## config.mk

```make
export PLATFORM = sky130hd
export DESIGN_NAME = rom_loader
export DESIGN_NICKNAME = d
export VERILOG_FILES = /design/src/rtl/icehack_pkg.sv /design/src/rtl/rom_loader.sv
export SDC_FILE = /design/constraint.sdc
export NUM_CORES = 1
export LEC_CHECK = 0
export CAP_MARGIN = 25
export CORE_AREA = 4 4 81 83
export CTS_BUF_LIST = sky130_fd_sc_hd__clkbuf_8
export DETAILED_ROUTE_END_ITERATION = 6
export DIE_AREA = 0 0 85 87
export PLACE_DENSITY_LB_ADDON = 0.1
export RECOVER_POWER = 100
export SLEW_MARGIN = 20
export SYNTH_ARGS = -nofsm -noshare
export SYNTH_HDL_FRONTEND = slang
export SYNTH_SLANG_ARGS = --single-unit
```

## constraint.sdc

```tcl
create_clock -name clock -period 2.95 [get_ports clock]
set_input_delay 0.295 -clock clock [delete_from_list [all_inputs] [get_ports clock]]
set_output_delay 0.295 -clock clock [all_outputs]
set_load 0.1 [all_outputs]
```

## src/rtl/icehack_pkg.sv

```systemverilog
// Shared definitions for the icehack boot path: default loader geometry,
// loader state encoding and the word-count clamp.
package icehack_pkg;

    localparam int DEF_WORD_WIDTH = 16;
    localparam int DEF_ADDR_WIDTH = 15;

    typedef enum logic [2:0] {
        COUNT_HI,
        COUNT_LO,
        DATA_HI,
        DATA_LO,
        WRITE,
        DONE
    } loader_state_e;

    // Limits a received 16-bit word count to the memory capacity 2^addr_width.
    function automatic int clamp_count(input logic [15:0] received, input int addr_width);
        int capacity;
        capacity = 0;
        if (addr_width >= 16) begin
            return int'(received);
        end
        capacity = 1 << addr_width;
        return (int'(received) > capacity) ? capacity : int'(received);
    endfunction

endpackage

```

## src/rtl/rom_loader.sv

```systemverilog
// Byte-stream ROM image loader: reads a 16-bit word count and then that many
// big-endian words, writing each into downstream memory while holding the CPU.
module rom_loader
    import icehack_pkg::*;
#(
    parameter int WORD_WIDTH = DEF_WORD_WIDTH,
    parameter int ADDR_WIDTH = DEF_ADDR_WIDTH
) (
    input  logic                  clock,
    input  logic                  reset,
    input  logic [7:0]            byte_in,
    input  logic                  byte_valid,
    output logic                  byte_ready,
    input  logic                  start,
    output logic [WORD_WIDTH-1:0] out,
    output logic [ADDR_WIDTH-1:0] address,
    output logic                  load,
    output logic                  cpu_hold,
    output logic                  done
);

    // One extra bit so a full-capacity count (2^ADDR_WIDTH) is representable.
    localparam int CNT_W = ADDR_WIDTH + 1;

    loader_state_e         state_q, state_d;
    logic [7:0]            count_hi_q, count_hi_d;
    logic [CNT_W-1:0]      count_q, count_d;
    logic [WORD_WIDTH-1:0] word_q, word_d;
    logic [ADDR_WIDTH-1:0] addr_q, addr_d;

    logic        accept;
    logic [15:0] received;
    logic [CNT_W-1:0] next_index;

    assign accept     = byte_valid && byte_ready;
    assign received   = {count_hi_q, byte_in};
    assign next_index = {1'b0, addr_q} + CNT_W'(1);

    always_comb begin
        // NOTE: every next-state signal gets a hold default first so no path through the case infers a latch.
        state_d    = state_q;
        count_hi_d = count_hi_q;
        count_d    = count_q;
        word_d     = word_q;
        addr_d     = addr_q;

        unique case (state_q)
            COUNT_HI: begin
                if (accept) begin
                    count_hi_d = byte_in;
                    state_d    = COUNT_LO;
                end
            end
            COUNT_LO: begin
                if (accept) begin
                    count_d = CNT_W'(clamp_count(received, ADDR_WIDTH));
                    state_d = (received == 16'd0) ? DONE : DATA_HI;
                end
            end
            DATA_HI, DATA_LO: begin
                // Shifting in bytes leaves {hi,lo} in the low 16 bits after the second byte.
                if (accept) begin
                    word_d  = {word_q[WORD_WIDTH-9:0], byte_in};
                    state_d = (state_q == DATA_HI) ? DATA_LO : WRITE;
                end
            end
            WRITE: begin
                if (next_index < count_q) begin
                    addr_d  = addr_q + ADDR_WIDTH'(1);
                    state_d = DATA_HI;
                end else begin
                    state_d = DONE;
                end
            end
            DONE: begin
                if (start) begin
                    addr_d  = '0;
                    state_d = COUNT_HI;
                end
            end
            default: state_d = COUNT_HI;
        endcase
    end

    always_ff @(posedge clock) begin
        // NOTE: reset wins over every in-flight state, so a partial word never reaches WRITE.
        if (reset) begin
            state_q    <= COUNT_HI;
            count_hi_q <= '0;
            count_q    <= '0;
            word_q     <= '0;
            addr_q     <= '0;
        end else begin
            state_q    <= state_d;
            count_hi_q <= count_hi_d;
            count_q    <= count_d;
            word_q     <= word_d;
            addr_q     <= addr_d;
        end
    end

    assign byte_ready = (state_q == COUNT_HI) || (state_q == COUNT_LO) ||
                        (state_q == DATA_HI)  || (state_q == DATA_LO);
    assign load       = (state_q == WRITE);
    assign done       = (state_q == DONE);
    assign cpu_hold   = (state_q != DONE);
    assign out        = word_q;
    assign address    = addr_q;

endmodule
```

After elaboration in Yosys (flattened, before gate mapping)
Index checks and enable logic that the tools add are counted.
{"block": "classes", "addsub": 2, "n_mul": 0, "n_div": 0, "magnitude_cmp": 2, "eq_ne": 11, "shifts": 0, "muxes": 12, "bitwise": 0, "reduce_logical": 13}
{"op": "15-bit 2-to-1 mux", "count": 2}
{"op": "15-bit one-hot mux with 2 select lines", "count": 1}
{"op": "3-bit 2-to-1 mux", "count": 7}
{"op": "15-bit by 1-bit adder with 16-bit output (second input constant)", "count": 1}
{"op": "16-bit > comparator (second input constant)", "count": 1}
{"op": "16-bit zero test", "count": 1}
{"op": "16-bit less-than comparator", "count": 1}
{"op": "16-bit 2-to-1 mux", "count": 1}
{"op": "15-bit by 1-bit adder with 15-bit output (second input constant)", "count": 1}
{"op": "3-bit one-hot mux with 5 select lines", "count": 1}
{"op": "2-bit != test (second input constant)", "count": 4}
{"op": "3-bit by 2-bit == test with 1-bit output (second input constant)", "count": 2}
{"op": "3-bit == test (second input constant)", "count": 2}
{"op": "2-bit AND reduction", "count": 3}
{"op": "4-bit AND reduction", "count": 1}
{"op": "3-bit by 1-bit == test with 1-bit output (second input constant)", "count": 1}
{"op": "3-bit zero test", "count": 1}
{"op": "1-bit logical OR", "count": 3}
{"op": "3-bit != test (second input constant)", "count": 1}
{"op": "3-bit AND reduction", "count": 1}
{"op": "2-bit by 1-bit != test with 1-bit output (second input constant)", "count": 1}
{"op": "2-bit nonzero test", "count": 1}
{"op": "2-bit OR reduction", "count": 1}
{"op": "1-bit logical AND", "count": 1}
{"block": "totals", "ff_bits": 58, "latch_bits": 0, "mem_bits_rw": 0, "rom_bits": 0, "in_bits": 12, "out_inout_bits": 35, "elab_cells": 45, "memories": 0}

Longest topological paths before layout
{"block": "depth", "depth_word": 7, "mapped_depth": 13, "depth_no_buf": 12}

Worst setup path before layout
No wires, ideal clock.
{"block": "synth_path", "kind": "register -> output", "from": "register state_q[2]", "to": "output port cpu_hold", "t_arrival_ns": 4.771, "required_time_ns": 2.655, "setup_slack_ns": -2.116, "stages_incl_launch_ff": 5, "path_buffers": 1, "cell_sequence": "dfxtp_1 buf_2 inv_1 nor3b_1 inv_1"}
{"block": "synth_via", "elab_chain_cells": 1}
{"item": "from (decl)", "line": "rom_loader.sv:25", "text": "loader_state_e state_q, state_d;"}
{"item": "from (signal assigned)", "line": "rom_loader.sv:94", "text": "state_q <= state_d;"}
{"item": "3-bit != test", "line": "rom_loader.sv:106", "text": "assign cpu_hold = (state_q != DONE);"}
{"item": "to (decl)", "line": "rom_loader.sv:18", "text": "output logic cpu_hold,"}
No other way between the ends.

Worst setup path after layout
{"block": "layout_path", "from": "register addr_q[3], in the netlist address[3]", "to": "register addr_q[6], in the netlist address[6]"}
{"block": "layout_via", "elab_chain_cells": 4, "word_cells_on_any_way": 7, "cone_classes": "2 x add/sub; 1 x order compare; 1 x eq/ne; 2 x mux; 1 x reduce/logical"}
{"item": "from (decl)", "line": "rom_loader.sv:29", "text": "logic [ADDR_WIDTH-1:0] addr_q, addr_d;"}
{"item": "from (signal assigned)", "line": "rom_loader.sv:98", "text": "addr_q <= addr_d;"}
{"item": "15-bit by 1-bit adder with 16-bit output", "line": "rom_loader.sv:37", "text": "assign next_index = {1'b0, addr_q} + CNT_W'(1);"}
{"item": "16-bit less-than comparator", "line": "rom_loader.sv:68", "text": "if (next_index < count_q) begin"}
{"item": "2-bit by 1-bit != test with 1-bit output (no source line)"}
{"item": "3-bit AND reduction (no source line)"}
Parallel ways exist; a longest one is shown, timed or not. The select of a mux whose other input is x is not followed.
A chain may end at the register's enable or synchronous reset.

==> results.json <==
{
  "grt_usage_pct": 21.9,
  "drc": 0,
  "async_flop_share_pct": 0,
  "clock-sinks": 58,
  "hold_buffers": 0,
  "cts_tree": "built",
  "hold_slack_ns": 0.457,
  "synth_top_family_by_area": "simple AND/OR/NAND/NOR gates",
  "fin_util_pct": 66.1,
  "fin_nets": 455,
  "leakagePower_nw": 1.49,
  "routed_wirelength_um": 7920,
  "synth_nets": 375,
  "period_minus_slack_ns": 3.05,
  "hold_violations": 0,
  "io_buffers": 46,
  "antenna_found_initial": 0,
  "synth_xor_area_share_pct": 3.72,
  "synth_seq_cells": 58,
  "mostFrequentLayoutCell": "nand2_1",
  "clockRootBuffer": "clkbuf_8",
  "rrSetupSlack_ns": -0.10,
  "finalSetupViolations": 16,
  "grtUsageMet1_pct": 27.9,
  "synth_area_leaders": "dfxtp_1, nand2_1, ha_1",
  "wl_per_cell_um": 15.6,
  "seq_area_frac_synth_pct": 41.1,
  "power_density_mw_per_mm2": 509,
  "cap_violations": 0,
  "diodes": 0,
  "path_max_fanout": 5,
  "drive_gt1_share_pct": 25.1,
  "ant_nets": 0,
  "ys_warn_count": 0,
  "grt_overflow": 0,
  "rsz0062_at_grt": "yes",
  "finalWorstSetupSlack_ns": -0.103,
  "place.gp.congestion": 0.780,
  "vias": 2745,
  "crit_type": "flop to flop",
  "synthCells": 347,
  "cts_buffers": 9,
  "drt_iter0_markers": 105,
  "num_rows": 28,
  "yosys.area_share.simple_pct": 23.1,
  "synth_area_leader_cell": "dfxtp_1",
  "dieArea_mm2": 0.00740,
  "io_pins": 47,
  "relSlewSlack_pct": 21.7,
  "fin_worst_skew_ns": 0.00827,
  "drv_slew": 0,
  "synth_edf_count": 0,
  "netlist_area_mm2": 0.00282,
  "finalSetupTns_ns": -1.16,
  "use_met2_pct": 36.9,
  "initial_core_util_pct": 48.3,
  "cp-start-kind": "flop",
  "clk_path_buf_depth": 2,
  "cts_max_level": 3,
  "status": "finished with violations",
  "dp_hpwl_um": 5270,
  "synth_compound_area_share_pct": 18.8,
  "clk_pin_slew_ns": 0.07,
  "min_path_type": "flop to flop",
  "dr.pass1.iters": 5,
  "report.power.total_mw": 1.97,
  "dp_worst_setup_slack_ns": -0.408,
  "fmax_mhz": 328,
  "synthFlopType": "dfxtp_1",
  "layout_common_cells": "nand2_1, dfxtp_1, buf_4, a21oi_1, clkbuf_1",
  "endpoint_kind": "flop",
  "met3_usage_pct": 5.39,
  "viasPerCell": 5.42,
  "core_area_mm2": 0.00585,
  "crit_required_ns": 3.23,
  "die_w_um": 85,
  "grt_pass1_wl_um": 13000,
  "area_growth_pct": 36.9,
  "worst_slew_pin_slew_ns": 1.18,
  "clk_latency_ns": 0.34,
  "syn_area_per_cell_um2": 8.14,
  "fin_crit_sh_pct": 103,
  "synth_fa_ha_area_share_pct": 7.09,
  "worstPathArrival_ns": 3.33,
  "grt_busiest_layer": "met2",
  "grt_pass1_vias": 2741,
  "grt_max_degree": 44,
  "synthMuxAreaShare_pct": 0.354,
  "fp.dieH_um": 87,
  "vdd_ir_drop_max_v": 0.000276,
  "synth_top_area_share_pct": 41.1,
  "violations": "setup timing",
  "netlist-cell-type-count": 40
}
==> repair_timing <==
| item | in CTS | in global routing |
|---|---|---|
| setup endpoints to repair | 18 | 18 |
| cloned | 0 | 0 |
| pin swaps | 11 | 3 |
| setup buffers | 6 | 6 |
| gates resized for setup | 16 | 15 |
==> area by class of cell <==
cell class | count | area, µm²
tap | 75 | 93.8
fill | 524 | 1980
multi-input combinational | 249 | 1700
clock inverter | 5 | 47.5
sequential | 58 | 1200
clock buffer | 10 | 138
timing repair buffer | 89 | 611
inverter | 20 | 75.1
==> routing by layer <==
metal  share of wire, %  vias to the layer above
li1                   -                     1381
met3                5.9                       10
met1                 44                     1276
met4                1.2                        0
met5                  0                        -
met2                 49                       78
==> kinds of logic after synthesis <==
family | Yosys count
adders and majority gates | 16
and+or+nand+nor | 141
xor gates and xnor gates | 12
AOI/OAI and AO/OA | 79
buffers and inverters | 40
muxes | 1
DFF | 58
==> synthesized netlist by cell type (2+ instances only) <==
cell type,instances
o22a_1,4
nor3_1,10
nor3b_1,5
a21oi_1,37
ha_1,16
a32o_1,9
nand3_1,11
and3_1,4
or2_2,2
nor2_1,27
and2_1,2
dfxtp_1,58
nand2_1,59
nor2b_1,2
xnor2_1,7
inv_1,20
nand2b_1,2
clkbuf_1,16
xor2_1,5
nand4_1,8
nor4_1,5
buf_2,2
a21o_1,2
o21ai_0,8
a22oi_1,11
==> power breakdown <==
| group | switching (mW) | internal (mW) | leakage, nW |
|---|---|---|---|
| Clock | 0.318 | 0.399 | 0.105 |
| Sequential | 0.0282 | 0.804 | 0.480 |
| Combinational | 0.247 | 0.173 | 0.903 |
==> path summary, 6_finish.rpt <==
path / from / end / depth (start not counted)
max: address[3]$_SDFFE_PP0P_ / address[6]$_SDFFE_PP0P_ / 13
min: out[11]$_SDFFE_PP0P_ / out[11]$_SDFFE_PP0P_ / 2
max reg2reg: address[3]$_SDFFE_PP0P_ / address[6]$_SDFFE_PP0P_ / 13
min reg2reg: out[11]$_SDFFE_PP0P_ / out[11]$_SDFFE_PP0P_ / 2
==> worst max-delay path: stages (launching register included) <==
cell	delay [ns]
dfxtp_4	0.34
and3_4	0.20
nand4_1	0.14
nor2_2	0.16
and3_4	0.22
xor2_2	0.15
ha_1	0.26
nand4_1	0.11
nor3_1	0.07
or4_4	0.53
buf_6	0.14
or3b_4	0.41
nor2_2	0.12
o22a_1	0.13
==> through the flow <==
step | instance area, µm² | instances
floorplan | 2910 | 347
global placement | 3520 | 479
detailed placement | 3520 | 479
CTS | 3840 | 500
global route | 3870 | 506
finish | 3870 | 506
==> state kept, by name (all words and copies together) (netlist names) <==
signal      flops
count_q        16
state_q         3
count_hi_q      8
address        15
out            16
Note: power is estimated with default switching activity, not from simulation.
